$ cat config.mk
export PLATFORM = sky130hd
export DESIGN_NAME = cella_bank_ctrl_flat
export DESIGN_NICKNAME = d
export VERILOG_FILES = /design/src/rtl/cella_bank_ctrl_if.sv /design/src/rtl/cella_bank_ctrl.sv /design/src/flat_wrapper.sv
export SDC_FILE = /design/constraint.sdc
export NUM_CORES = 1
export LEC_CHECK = 0
export CAP_MARGIN = 5
export CORE_ASPECT_RATIO = 1.4
export CORE_MARGIN = 1
export CORE_UTILIZATION = 30
export CTS_CLUSTER_SIZE = 28
export DETAILED_ROUTE_END_ITERATION = 6
export HOLD_SLACK_MARGIN = 0.1
export REMOVE_ABC_BUFFERS = 1
export SLEW_MARGIN = 10
export SYNTH_ARGS = -nofsm -noshare
export SYNTH_HDL_FRONTEND = slang
export SYNTH_SLANG_ARGS = --single-unit
$ cat constraint.sdc
create_clock -name clk -period 2.5 [get_ports clk]
set_input_delay 0.5 -clock clk [delete_from_list [all_inputs] [get_ports clk]]
set_output_delay 0.5 -clock clk [all_outputs]
set_load 0.01 [all_outputs]
$ cat src/rtl/cella_bank_ctrl_if.sv
// rtl/cella_bank_ctrl_if.sv - command/response handshake bundle for the CELLA bank sequencer
interface cella_bank_ctrl_if;
  logic       cmd_valid;
  logic       cmd_ready;
  logic [1:0] cmd_op;
  logic [1:0] cmd_addr;
  logic [7:0] cmd_wdata;
  logic [3:0] cmd_key;
  logic       rsp_valid;
  logic       rsp_ready;
  logic [7:0] rsp_data;
  logic       rsp_hit;
  logic [1:0] rsp_idx;

  modport master (
    output cmd_valid, cmd_op, cmd_addr, cmd_wdata, cmd_key, rsp_ready,
    input  cmd_ready, rsp_valid, rsp_data, rsp_hit, rsp_idx
  );

  modport slave (
    input  cmd_valid, cmd_op, cmd_addr, cmd_wdata, cmd_key, rsp_ready,
    output cmd_ready, rsp_valid, rsp_data, rsp_hit, rsp_idx
  );
endinterface

$ cat src/rtl/cella_bank_ctrl.sv
// rtl/cella_bank_ctrl.sv - one-at-a-time command sequencer driving the CELLA MAC/CAM bank pins
module cella_bank_ctrl #(
  parameter int WR_CYCLES      = 1,
  parameter int RD_CYCLES      = 2,
  parameter int SRCH_CYCLES    = 2,
  parameter int MODE_SW_CYCLES = 1
) (
  input  logic             clk,
  input  logic             rst,
  cella_bank_ctrl_if.slave bus,
  output logic             CS,
  output logic             MAC_en,
  output logic             w_en,
  output logic             read_bar,
  output logic [1:0]       addr,
  output logic [7:0]       word,
  output logic [3:0]       query,
  input  logic [7:0]       bank_rdata,
  input  logic [3:0]       bank_match
);

  typedef enum logic [2:0] {
    S_INIT, S_IDLE, S_SWITCH, S_WRITE, S_READ, S_SEARCH, S_RESP
  } state_t;

  localparam logic [1:0] OP_WRITE   = 2'd0;
  localparam logic [1:0] OP_READ_QB = 2'd2;
  localparam logic [1:0] OP_SEARCH  = 2'd3;

  state_t     state;
  logic [7:0] cnt;
  logic [1:0] op_q, addr_q;
  logic [7:0] wdata_q;
  logic [3:0] key_q;
  logic       cmd_ready_q, rsp_valid_q, rsp_hit_q;
  logic [7:0] rsp_data_q;
  logic [1:0] rsp_idx_q;

  logic       accept, need_switch, launch;
  logic [1:0] op_n, addr_n, low_idx;
  logic [7:0] wdata_n;
  logic [3:0] key_n;

  assign bus.cmd_ready = cmd_ready_q;
  assign bus.rsp_valid = rsp_valid_q;
  assign bus.rsp_data  = rsp_data_q;
  assign bus.rsp_hit   = rsp_hit_q;
  assign bus.rsp_idx   = rsp_idx_q;

  assign accept      = (state == S_IDLE) && bus.cmd_valid && cmd_ready_q;
  // MAC/SRAM ops need MAC_en=1, CAM search needs MAC_en=0
  assign need_switch = (bus.cmd_op != OP_SEARCH) != MAC_en;
  assign launch      = (accept && !need_switch) || (state == S_SWITCH && cnt == 8'd0);

  // Launch straight from IDLE uses the live command; after a switch, the latched copy
  always_comb begin
    op_n    = op_q;
    addr_n  = addr_q;
    wdata_n = wdata_q;
    key_n   = key_q;
    if (state == S_IDLE) begin
      op_n    = bus.cmd_op;
      addr_n  = bus.cmd_addr;
      wdata_n = bus.cmd_wdata;
      key_n   = bus.cmd_key;
    end
  end

  always_comb begin
    low_idx = 2'd0;
    for (int i = 3; i >= 0; i--) begin
      if (bank_match[i]) low_idx = 2'(i);
    end
  end

  always_ff @(posedge clk) begin
    if (rst) begin
      state       <= S_INIT;
      cnt         <= 8'd0;
      op_q        <= 2'd0;
      addr_q      <= 2'd0;
      wdata_q     <= 8'd0;
      key_q       <= 4'd0;
      CS          <= 1'b0;
      MAC_en      <= 1'b1;
      w_en        <= 1'b0;
      read_bar    <= 1'b1;
      addr        <= 2'd0;
      word        <= 8'd0;
      query       <= 4'd0;
      cmd_ready_q <= 1'b0;
      rsp_valid_q <= 1'b0;
      rsp_data_q  <= 8'd0;
      rsp_hit_q   <= 1'b0;
      rsp_idx_q   <= 2'd0;
    end else begin
      case (state)
        S_INIT: begin
          CS          <= 1'b1;
          cmd_ready_q <= 1'b1;
          state       <= S_IDLE;
        end
        S_IDLE: begin
          if (accept) begin
            op_q        <= bus.cmd_op;
            addr_q      <= bus.cmd_addr;
            wdata_q     <= bus.cmd_wdata;
            key_q       <= bus.cmd_key;
            cmd_ready_q <= 1'b0;
            if (need_switch) begin
              MAC_en <= ~MAC_en;
              cnt    <= 8'(MODE_SW_CYCLES - 1);
              state  <= S_SWITCH;
            end
          end
        end
        S_SWITCH: begin
          if (cnt != 8'd0) cnt <= cnt - 8'd1;
        end
        S_WRITE: begin
          if (cnt != 8'd0) begin
            cnt <= cnt - 8'd1;
          end else begin
            w_en        <= 1'b0;
            cmd_ready_q <= 1'b1;
            state       <= S_IDLE;
          end
        end
        S_READ: begin
          if (cnt != 8'd0) begin
            cnt <= cnt - 8'd1;
          end else begin
            rsp_data_q  <= bank_rdata;
            rsp_hit_q   <= 1'b0;
            rsp_idx_q   <= 2'd0;
            read_bar    <= 1'b1;
            rsp_valid_q <= 1'b1;
            state       <= S_RESP;
          end
        end
        S_SEARCH: begin
          if (cnt != 8'd0) begin
            cnt <= cnt - 8'd1;
          end else begin
            rsp_data_q  <= {4'b0000, bank_match};
            rsp_hit_q   <= |bank_match;
            rsp_idx_q   <= low_idx;
            rsp_valid_q <= 1'b1;
            state       <= S_RESP;
          end
        end
        S_RESP: begin
          if (bus.rsp_ready) begin
            rsp_valid_q <= 1'b0;
            cmd_ready_q <= 1'b1;
            state       <= S_IDLE;
          end
        end
        default: state <= S_INIT;
      endcase

      // Drive the bank pins for the op; overrides the IDLE/SWITCH next-state above
      if (launch) begin
        case (op_n)
          OP_WRITE: begin
            addr  <= addr_n;
            word  <= wdata_n;
            w_en  <= 1'b1;
            cnt   <= 8'(WR_CYCLES - 1);
            state <= S_WRITE;
          end
          OP_SEARCH: begin
            query <= key_n;
            cnt   <= 8'(SRCH_CYCLES - 1);
            state <= S_SEARCH;
          end
          default: begin
            addr     <= addr_n;
            read_bar <= (op_n == OP_READ_QB);
            cnt      <= 8'(RD_CYCLES - 1);
            state    <= S_READ;
          end
        endcase
      end
    end
  end

endmodule

$ cat src/flat_wrapper.sv
// flat-port wrapper written by rule: the top's interface ports become plain ports
module cella_bank_ctrl_flat 
#(
  parameter int WR_CYCLES      = 1,
  parameter int RD_CYCLES      = 2,
  parameter int SRCH_CYCLES    = 2,
  parameter int MODE_SW_CYCLES = 1
)
  (clk, rst, CS, MAC_en, w_en, read_bar, addr, word, query, bank_rdata, bank_match, bus_cmd_valid, bus_cmd_op, bus_cmd_addr, bus_cmd_wdata, bus_cmd_key, bus_rsp_ready, bus_cmd_ready, bus_rsp_valid, bus_rsp_data, bus_rsp_hit, bus_rsp_idx);
  cella_bank_ctrl_if bus_i ();
  input  logic clk;
  input  logic rst;
  output logic CS;
  output logic MAC_en;
  output logic w_en;
  output logic read_bar;
  output logic [1:0] addr;
  output logic [7:0] word;
  output logic [3:0] query;
  input  logic [7:0] bank_rdata;
  input  logic [3:0] bank_match;
  input wire logic [$bits(bus_i.cmd_valid)-1:0] bus_cmd_valid;
  input wire logic [$bits(bus_i.cmd_op)-1:0] bus_cmd_op;
  input wire logic [$bits(bus_i.cmd_addr)-1:0] bus_cmd_addr;
  input wire logic [$bits(bus_i.cmd_wdata)-1:0] bus_cmd_wdata;
  input wire logic [$bits(bus_i.cmd_key)-1:0] bus_cmd_key;
  input wire logic [$bits(bus_i.rsp_ready)-1:0] bus_rsp_ready;
  output wire logic [$bits(bus_i.cmd_ready)-1:0] bus_cmd_ready;
  output wire logic [$bits(bus_i.rsp_valid)-1:0] bus_rsp_valid;
  output wire logic [$bits(bus_i.rsp_data)-1:0] bus_rsp_data;
  output wire logic [$bits(bus_i.rsp_hit)-1:0] bus_rsp_hit;
  output wire logic [$bits(bus_i.rsp_idx)-1:0] bus_rsp_idx;
  assign bus_i.cmd_valid = bus_cmd_valid;
  assign bus_i.cmd_op = bus_cmd_op;
  assign bus_i.cmd_addr = bus_cmd_addr;
  assign bus_i.cmd_wdata = bus_cmd_wdata;
  assign bus_i.cmd_key = bus_cmd_key;
  assign bus_i.rsp_ready = bus_rsp_ready;
  assign bus_cmd_ready = bus_i.cmd_ready;
  assign bus_rsp_valid = bus_i.rsp_valid;
  assign bus_rsp_data = bus_i.rsp_data;
  assign bus_rsp_hit = bus_i.rsp_hit;
  assign bus_rsp_idx = bus_i.rsp_idx;
  cella_bank_ctrl #(.WR_CYCLES(WR_CYCLES), .RD_CYCLES(RD_CYCLES), .SRCH_CYCLES(SRCH_CYCLES), .MODE_SW_CYCLES(MODE_SW_CYCLES)) u_core (.clk(clk), .rst(rst), .bus(bus_i), .CS(CS), .MAC_en(MAC_en), .w_en(w_en), .read_bar(read_bar), .addr(addr), .word(word), .query(query), .bank_rdata(bank_rdata), .bank_match(bank_match));
endmodule
# [After elaboration in Yosys (flattened, before gate mapping)]
# Index checks and enable logic that the tools add are counted.
[word_totals] reg_bits=58 in_bits=32 out_inout_bits=31 elab_cells=117
[op_classes] add_sub_neg=1 eq_ne=23 muxes=45 bitwise=2 reduce_logical=28
[ops] cell="8-bit 2-to-1 mux" n=7
[ops] cell="8-bit case mux with 2 select lines" n=2
[ops] cell="3-bit 2-to-1 mux" n=6
[ops] cell="3-bit case mux with 6 select lines" n=1
[ops] cell="2-bit 2-to-1 mux" n=8
[ops] cell="1-bit 2-to-1 mux" n=15
[ops] cell="2-bit inequality test, second input constant" n=6
[ops] cell="3-bit equality test, second input constant" n=3
[ops] cell="3-bit by 1-bit inequality test with 1-bit output, second input constant" n=3
[ops] cell="3-bit by 2-bit inequality test with 1-bit output, second input constant" n=3
[ops] cell="3-bit AND reduction" n=3
[ops] cell="8-bit logical NOT" n=1
[ops] cell="2-bit AND reduction" n=4
[ops] cell="4-bit AND reduction" n=2
[ops] cell="8-bit nonzero test" n=1
[ops] cell="4-bit OR reduction" n=2
[ops] cell="8-bit by 1-bit subtractor with 8-bit output, second input constant" n=1
[ops] cell="3-bit by 2-bit equality test with 1-bit output, second input constant" n=2
[ops] cell="3-bit case mux with 2 select lines" n=1
[ops] cell="6-bit AND reduction" n=1
[ops] cell="2-bit equality test, second input constant" n=2
[ops] cell="1-bit logical AND" n=4
[ops] cell="4-bit 2-to-1 mux" n=1
[ops] cell="2-bit by 1-bit inequality test with 1-bit output, second input constant" n=2
[ops] cell="14 further kinds" n=18

# [Depth between registers and ports, before layout]
# Gate-level depths: netlist of the first run.
[depth] word_depth=7 mapped_depth=10 ltp_nobuf=7

# [Least setup slack after synthesis of the first run]
# No wires, ideal clock.
[synth_timing] kind="register to register" start="reg u_core.state[0]" end="reg u_core.word[5]" setup_ps=86 arrival_time_ps=2306 required_ps=2414 setup_slack_ps=108 stages_incl_launch_ff=11 path_buffers=4 synth_period_minus_slack_ps=2392 path_cell_list="dfxtp_1 buf_2 nor3b_1 buf_4 buf_2 mux2i_1 ha_1 a21boi_4 buf_6 nor2_1 a211oi_1"
[synth_via] elab_chain_cells=6 elab_cells_between_ends=11 classes_between="2 x eq/ne; 2 x mux; 7 x reduce/logical"
[synth_rtl] item="from (decl)" line_no="cella_bank_ctrl.sv:30" text="state_t state;"
[synth_rtl] item="from (signal assigned)" line_no="cella_bank_ctrl.sv:78" text="state <= S_INIT;"
[synth_rtl] item="from (signal assigned)" line_no="cella_bank_ctrl.sv:101" text="state <= S_IDLE;"
[synth_rtl] item="from (signal assigned)" line_no="cella_bank_ctrl.sv:113" text="state <= S_SWITCH;"
[synth_rtl] item="3-bit by 1-bit equality test with 1-bit output" line_no="cella_bank_ctrl.sv:50, cella_bank_ctrl.sv:61"
[synth_rtl] item="1-bit logical AND (2 in series)" line_no="cella_bank_ctrl.sv:50" text="assign accept = (state == S_IDLE) && bus.cmd_valid && cmd_ready_q;"
[synth_rtl] item="1-bit logical AND" line_no="cella_bank_ctrl.sv:53" text="assign launch = (accept && !need_switch) || (state == S_SWITCH && cnt == 8'd0);"
[synth_rtl] item="1-bit logical OR" line_no="cella_bank_ctrl.sv:53"
[synth_rtl] item="2-bit AND reduction (no line)"
[synth_rtl] item="to (signal assigned)" line_no="cella_bank_ctrl.sv:167" text="word <= wdata_n;"
[synth_rtl] item="to (decl)" line_no="cella_bank_ctrl.sv:16" text="output logic [7:0] word,"
# Parallel ways exist; a longest one is shown, timed or not.
# A chain may end at the register's enable or synchronous reset.

# [Worst setup path after layout of the first run]
[layout_timing] start="reg u_core.cnt[0]" end="reg u_core.query[3]"
[layout_via] elab_chain_cells=4
[layout_rtl] item="from (decl)" line_no="cella_bank_ctrl.sv:31" text="logic [7:0] cnt;"
[layout_rtl] item="from (signal assigned)" line_no="cella_bank_ctrl.sv:112" text="cnt <= 8'(MODE_SW_CYCLES - 1);"
[layout_rtl] item="from (signal assigned)" line_no="cella_bank_ctrl.sv:118" text="if (cnt != 8'd0) cnt <= cnt - 8'd1;"
[layout_rtl] item="from (signal assigned)" line_no="cella_bank_ctrl.sv:122" text="cnt <= cnt - 8'd1;"
[layout_rtl] item="8-bit logical NOT" line_no="cella_bank_ctrl.sv:53"
[layout_rtl] item="1-bit logical AND" line_no="cella_bank_ctrl.sv:53"
[layout_rtl] item="1-bit logical OR" line_no="cella_bank_ctrl.sv:53"
[layout_rtl] item="2-bit AND reduction (no line)"
[layout_rtl] item="to (signal assigned)" line_no="cella_bank_ctrl.sv:173" text="query <= key_n;"
[layout_rtl] item="to (decl)" line_no="cella_bank_ctrl.sv:17" text="output logic [3:0] query,"
# No other way between the ends.

==> results of run 1 <==
routing by layer:
layer  share of wire [%]  global-route usage, %  wire (um)  vias up
li1                    -                      -          -     1309
met1                  44                  17.16       3109     1165
met2                  51                  28.02       3650       47
met3                 3.6                  4.028        259       10
met4                 1.4                  5.424        102        0
met5                   0                      0          0        -
through the flow:
| step | worst slack [ps] | hold slack [ps] | instances | TNS [ps] | power, uW |
|---|---|---|---|---|---|
| finish | 238.3 | 447.9 | 506 | 0 | 4385 |
| global route | 53.69 | 467.3 | 506 | 0 | 4698 |
| CTS | 239.0 | 452.6 | 506 | 0 | 4444 |
| detailed placement | 143.6 | 445.6 | 492 | 0 | 3206 |
| global placement | 230.6 | 441.0 | 492 | 0 | 3186 |
| floorplan | -1485 | 427.8 | 309 | -58620 | 2489 |
worst min-delay path: stages, from the launching register on:
cell and delay (ps):
dfxtp_1 300, nand2_1 50, a21oi_1 50
layout make-up:
class / instances / area, um2 / area share (%)
clock buffers: 11 / 252.7 / 6.537
clock inverters: 3 / 40.04 / 1.036
inverters: 10 / 37.54 / 0.9709
multi-input cells: 241 / 1508 / 39.00
flip-flops and latches: 58 / 1161 / 30.03
well taps: 107 / 133.9 / 3.463
repair buffers: 76 / 733.2 / 18.96
worst min path at each step:
| stage | startpoint | slack, ps | cells after the start | to |
|---|---|---|---|---|
| after floorplan | u_core.op_q[1]$_SDFFE_PP0P_ | 430 | 2 | u_core.op_q[1]$_SDFFE_PP0P_ |
| after global placement | u_core.wdata_q[7]$_SDFFE_PP0P_ | 440 | 2 | u_core.wdata_q[7]$_SDFFE_PP0P_ |
| after detailed placement | u_core.op_q[1]$_SDFFE_PP0P_ | 450 | 2 | u_core.op_q[1]$_SDFFE_PP0P_ |
| after CTS | u_core.op_q[1]$_SDFFE_PP0P_ | 450 | 2 | u_core.op_q[1]$_SDFFE_PP0P_ |
| after global routing | u_core.key_q[1]$_SDFFE_PP0P_ | 470 | 2 | u_core.key_q[1]$_SDFFE_PP0P_ |
| final | u_core.op_q[1]$_SDFFE_PP0P_ | 450 | 2 | u_core.op_q[1]$_SDFFE_PP0P_ |
power groups by stage:
| stage | registers [uW] | clock network (uW) | logic [uW] |
|---|---|---|---|
| 2_1_floorplan | 1320 | 0 | 1170 |
| 3_3_place_gp | 1260 | 0 | 1920 |
| 3_5_place_dp | 1270 | 0 | 1940 |
| 4_1_cts | 1250 | 1240 | 1950 |
| 5_1_grt | 1270 | 1280 | 2150 |
| 6_report | 1250 | 1200 | 1930 |
cells in the mapped netlist, drive strengths merged (2+ instances only):
master / count
nor2b: 5
nor3: 7
clkbuf: 9
buf: 10
o21ai: 5
a21boi: 2
mux2i: 15
mux2: 2
or3: 2
a22oi: 2
nor4: 6
o21bai: 2
nor3b: 6
o311a: 2
a211oi: 19
a21oi: 40
nand2: 47
a311oi: 6
nor2: 36
a211o: 2
a31oi: 2
nand3: 5
ha: 6
and2: 4
inv: 10
dfxtp: 58
kinds of logic (layout without fill, tap and decap cells):
group | Yosys count | in the layout | share of synthesized area, %
AOI/OAI and AO/OA | 91 | 91 | 22.44
muxes | 17 | 17 | 6.180
and+or+nand+nor | 125 | 125 | 21.85
buffers and inverters | 29 | 100 | 4.657
adders and majority gates | 6 | 6 | 2.687
DFF | 58 | 58 | 41.56
xor gates and xnor gates | 2 | 2 | 0.6271
sequential cells by signal (all words and copies together), names as in the netlist, 2 cells and up:
register	count
u_core.addr	2
u_core.addr_q	2
u_core.bus.rsp_data	8
u_core.bus.rsp_idx	2
u_core.cnt	8
u_core.key_q	4
u_core.op_q	2
u_core.query	4
u_core.state	3
u_core.wdata_q	8
u_core.word	8
==> flow_metrics.env, run 1 <==
export IMPL_root_buffer="clkbuf_16"
export IMPL_max_slew_margin_rel_pct=67.04
export IMPL_status="finished clean"
export IMPL_p_sw_share_pct=36.08
export IMPL_postCtsSetupRepairBufs=0
export IMPL_cap_violations=0
export IMPL_drt_iter0_drc=120
export IMPL_clockPowerShare_pct=27.4
export IMPL_avgSynthCellArea_um2=8.518
export IMPL_slowest_delay_ps=390
export IMPL_start_util_pct=30.95
export IMPL_place_area_um2=3573
export IMPL_grt_total_usage_pct=15.30
export IMPL_grt_pass1_wl_um=11830
export IMPL_vias=2531
export IMPL_fin_skew_ps=6.918
export IMPL_num_antenna_cells=0
export IMPL_critPathCapture="u_core.query[3]$_SDFFE_PP0P_"
export IMPL_htree_levels=3
export IMPL_routed_wirelength_um=7121
export IMPL_ir_worst_vdd_mv=0.7024
export IMPL_arrival_ps=2460
export IMPL_cts_tree="done"
export IMPL_cp_depth=8
export IMPL_netSwitchingPower_uw=1582
export IMPL_antenna_found_initial=0
export IMPL_die_w_um=83.56
export IMPL_ys_warn_count=0
export IMPL_post_route_util_pct=42.82
export IMPL_clock_latency_ps=320
export IMPL_tightest_slew_ps=490.9
export IMPL_ctsHoldBuffers=0
export IMPL_netlist_area_um2=2794
export IMPL_pin_count=63
export IMPL_dp_hpwl_um=5104
export IMPL_worstSetupStartpointType="flip-flop"
export IMPL_reg2reg_depth=8
export IMPL_ctsLongestPathBuffers=2
export IMPL_yosysTopAreaCell="dfxtp_1"
export IMPL_power_frac_comb_pct=44.1
export IMPL_synth_seq_area_share_pct=41.56
export IMPL_ant_nets=0
export IMPL_clkTransAtPathRegs_ps=50
export IMPL_leakage_uw=0.001394
export IMPL_slowest_stage="nor3b_2"
export IMPL_synth_top_area_share_pct=41.56
export IMPL_synth_edff_count=0
export IMPL_r2r_start="u_core.cnt[0]$_SDFFE_PP0P_"
export IMPL_timing_hold_violations_final=0
export IMPL_synthArstFlopShare_pct=0
export IMPL_power_density_nw_per_um2=1134
export IMPL_post_cts_resize_count=0
export IMPL_fmax_ghz=0.4421
export IMPL_seqPwrFrac_pct=28.5
export IMPL_cp_data_required_time_ps=2700
export IMPL_die_area_um2=9708
export IMPL_synth_top_cells_by_area="dfxtp_1 42%, a21oi_1 7.2%, nand2_1 6.3%, mux2i_1 5.4%, a211oi_1 4.8%"
export IMPL_synth_ff_type="dfxtp_1"
export IMPL_io_buffers=62
export IMPL_via_per_inst=5.002
export IMPL_ys_types=54
export IMPL_mostFrequentLayoutCells="61 x clkdlybuf4s50_1, 58 x dfxtp_1, 47 x nand2_1, 40 x a21oi_1, 35 x nor2_1"
export IMPL_dr_pass1_iters=4
export IMPL_area_delta_synth_final_pct=38.38
export IMPL_intPower_uw=2803
export IMPL_finalCritPeriodShare_pct=90.47
export IMPL_period_minus_slack_ps=2262
export IMPL_avgRoutedWirePerCell_um=14.07
export IMPL_crit_type="reg2reg"
export IMPL_clock_sinks=58
export IMPL_fp_coreArea_um2=9029
export IMPL_worstReg2RegEnd="u_core.query[3]$_SDFFE_PP0P_"
export IMPL_drc=0
export IMPL_grt_pass1_vias=2451
export IMPL_setup_worst_path_start="u_core.cnt[0]$_SDFFE_PP0P_"
export IMPL_grt_start_max_net_pins=27
export IMPL_std_cell_rows=41
export IMPL_layout_commonest_cell="clkdlybuf4s50_1"
export IMPL_die_height_um=116.2
export IMPL_hold_path_class="reg2reg"
export IMPL_crit_chain="inv_1 -> ha_1 -> nor3b_2 -> nand4b_2 -> nand2_1 -> buf_4 -> and2_1 -> a211oi_1"
export IMPL_place_gp_congestion=0.7880
export IMPL_rsz0062_at_grt="false"
export IMPL_crit_buf_inv=2
export IMPL_critical_path_max_fanout=7
export IMPL_nets=434
export IMPL_setup_worst_path_end_class="flip-flop"
export IMPL_final_max_slew_viol_count=0
export IMPL_syn_inst=328
export IMPL_drive_above_1_share_pct=10.78
export IMPL_cts_buffers=9
export IMPL_setup_violations=0
export IMPL_grt_overflow=0
export IMPL_path_delay_family="simple AND/OR/NAND/NOR gates"
export IMPL_ys_seq_elements=58
export IMPL_rrSetupSlack_ps=240
export IMPL_design_area_um2=3866
export IMPL_fillers=899
Power figures use the tool's default switching activity.
==> inputs of run 2 (changes only) <==
CORE_UTILIZATION = 45   (was 30)
PLACE_DENSITY = 0.76   (was unset)
==> run 2 against run 1 <==
Effect of this change:
- sequential cell count unchanged
- combinational power is essentially flat
- die area decreased by 33%
- core utilization grew 20 points
- critical path depth shrank 1
- critical endpoint is now u_core.state[1]$_SDFFE_PP0P_
- first-iteration DRC count fell by 28%
- fmax grew 0.74%
- largest cell class unchanged
- non-clock buffer count unchanged
- sequential share of layout area grew 1.4 points
- cell count decreased by 7.3%
==> flow_metrics.env, run 2 (synthesis gave the netlist of run 1 again) <==
export IMPL_status="finished clean"
export IMPL_finalPower_uw=3928
export IMPL_post_cts_resize_count=0
export IMPL_seqPwrFrac_pct=31.9
export IMPL_rsz0062_at_grt="false"
export IMPL_cts_tree="done"
export IMPL_place_gp_congestion=0.8149
export IMPL_setup_violations=0
export IMPL_ctsLongestPathBuffers=2
export IMPL_die_height_um=95.23
export IMPL_die_w_um=68.60
export IMPL_tightest_slew_ps=513.1
export IMPL_io_buffers=62
export IMPL_layout_commonest_cell="clkdlybuf4s50_1"
export IMPL_grt_start_max_net_pins=24
export IMPL_finalCritPeriodShare_pct=89.81
export IMPL_max_slew_margin_rel_pct=65.54
export IMPL_worstSetupStartpointType="flip-flop"
export IMPL_ir_worst_vdd_mv=0.6188
export IMPL_die_area_um2=6532
export IMPL_crit_type="reg2reg"
export IMPL_nets=434
export IMPL_p_sw_share_pct=38.99
export IMPL_drt_iter0_drc=87
export IMPL_fmax_ghz=0.4454
export IMPL_grt_overflow=0
export IMPL_cp_data_required_time_ps=2730
export IMPL_pin_count=63
export IMPL_htree_levels=3
export IMPL_fin_hold_ws_ps=453.1
export IMPL_clockPowerShare_pct=19.6
export IMPL_final_max_slew_viol_count=0
export IMPL_avgRoutedWirePerCell_um=14.18
export IMPL_std_cell_rows=33
export IMPL_grt_total_usage_pct=22.05
export IMPL_arrival_ps=2470
export IMPL_vias=2592
export IMPL_grt_pass1_vias=2492
export IMPL_dp_slack_ps=68.64
export IMPL_netSwitchingPower_uw=1531
export IMPL_leakage_uw=0.001334
export IMPL_ant_nets=0
export IMPL_drc=0
export IMPL_clock_sinks=58
export IMPL_fin_skew_ps=7.093
export IMPL_design_area_um2=3692
export IMPL_setup_worst_path_end_class="flip-flop"
export IMPL_postLayoutSetupSlackWorst_ps=254.8
export IMPL_cap_violations=0
export IMPL_power_frac_comb_pct=48.5
export IMPL_dp_hpwl_um=4835
export IMPL_power_density_nw_per_um2=1064
export IMPL_timing_hold_violations_final=0
export IMPL_mostFrequentLayoutCells="61 x clkdlybuf4s50_1, 58 x dfxtp_1, 47 x nand2_1, 40 x a21oi_1, 35 x nor2_1"
export IMPL_intPower_uw=2396
export IMPL_antenna_found_initial=0
export IMPL_postCtsSetupRepairBufs=0
export IMPL_place_area_um2=3515
export IMPL_routed_wirelength_um=6652
export IMPL_start_util_pct=47.32
export IMPL_area_delta_synth_final_pct=32.15
export IMPL_period_minus_slack_ps=2245
export IMPL_fp_coreArea_um2=5904
export IMPL_grt_pass1_wl_um=10870
export IMPL_drive_above_1_share_pct=10.78
export IMPL_root_buffer="clkbuf_8"
export IMPL_ctsHoldBuffers=0
export IMPL_via_per_inst=5.527
export IMPL_clock_latency_ps=330
export IMPL_num_antenna_cells=0
export IMPL_dr_pass1_iters=4
export IMPL_cts_buffers=9
export IMPL_clkTransAtPathRegs_ps=60
export IMPL_hold_path_class="reg2reg"
export IMPL_critical_path_max_fanout=8
-- run 2: final cells by class --
class / instances / area [um2]
well taps: 70 / 87.58
clock buffers: 12 / 165.2
inverters: 10 / 37.54
repair buffers: 76 / 720.7
clock inverters: 2 / 12.51
flip-flops and latches: 58 / 1161
multi-input cells: 241 / 1508
fillers: 507 / 2212
-- run 2: final timing paths --
check	slack [ps]	cells past startpoint	from	to
min reg2reg	450	2	u_core.key_q[3]$_SDFFE_PP0P_	u_core.key_q[3]$_SDFFE_PP0P_
max reg2reg	250	7	u_core.cnt[0]$_SDFFE_PP0P_	u_core.state[1]$_SDFFE_PP0P_
max	250	7	u_core.cnt[0]$_SDFFE_PP0P_	u_core.state[1]$_SDFFE_PP0P_
min	450	2	u_core.key_q[3]$_SDFFE_PP0P_	u_core.key_q[3]$_SDFFE_PP0P_
-- run 2: power groups by stage --
stage,Combinational (uW),Clock [uW],Sequential [uW]
detailed placement,1890,0,1270
floorplan,1170,0,1320
finish,1900,770,1250
CTS,1900,794,1250
global placement,1860,0,1270
global route,2070,830,1270
-- run 2: worst max-delay path: stages, from the launching register on --
cell	delay, ps
dfxtp_1	330
inv_1	150
ha_1	190
nor3b_2	420
nand4b_2	260
nand2_1	310
nand2_1	180
a2111oi_2	310
-- run 2: metal layers --
layer / global-route usage, % / share of wire (%) / vias up
li1: - / - / 1312
met1: 24.10 / 42 / 1202
met2: 39.30 / 52 / 66
met3: 5.981 / 4.7 / 12
met4: 8.160 / 1.6 / 0
met5: 0 / 0 / -
-- run 2: per-stage QoR --
stage          cells  utilization, %  TNS (ps)
2_1_floorplan    309               -    -58620
3_3_place_gp     455           59.53         0
3_5_place_dp     455           59.53         0
4_1_cts          469           62.53         0
5_1_grt          469           62.53         0
6_report         469           62.53         0
==> inputs of run 3 (changes only) <==
CTS_CLUSTER_SIZE = 16   (was 28)
GPL_ROUTABILITY_DRIVEN = 1   (was unset)
==> results of run 3 <==
Final layout, timing and power as in run 2 (identical DEF).
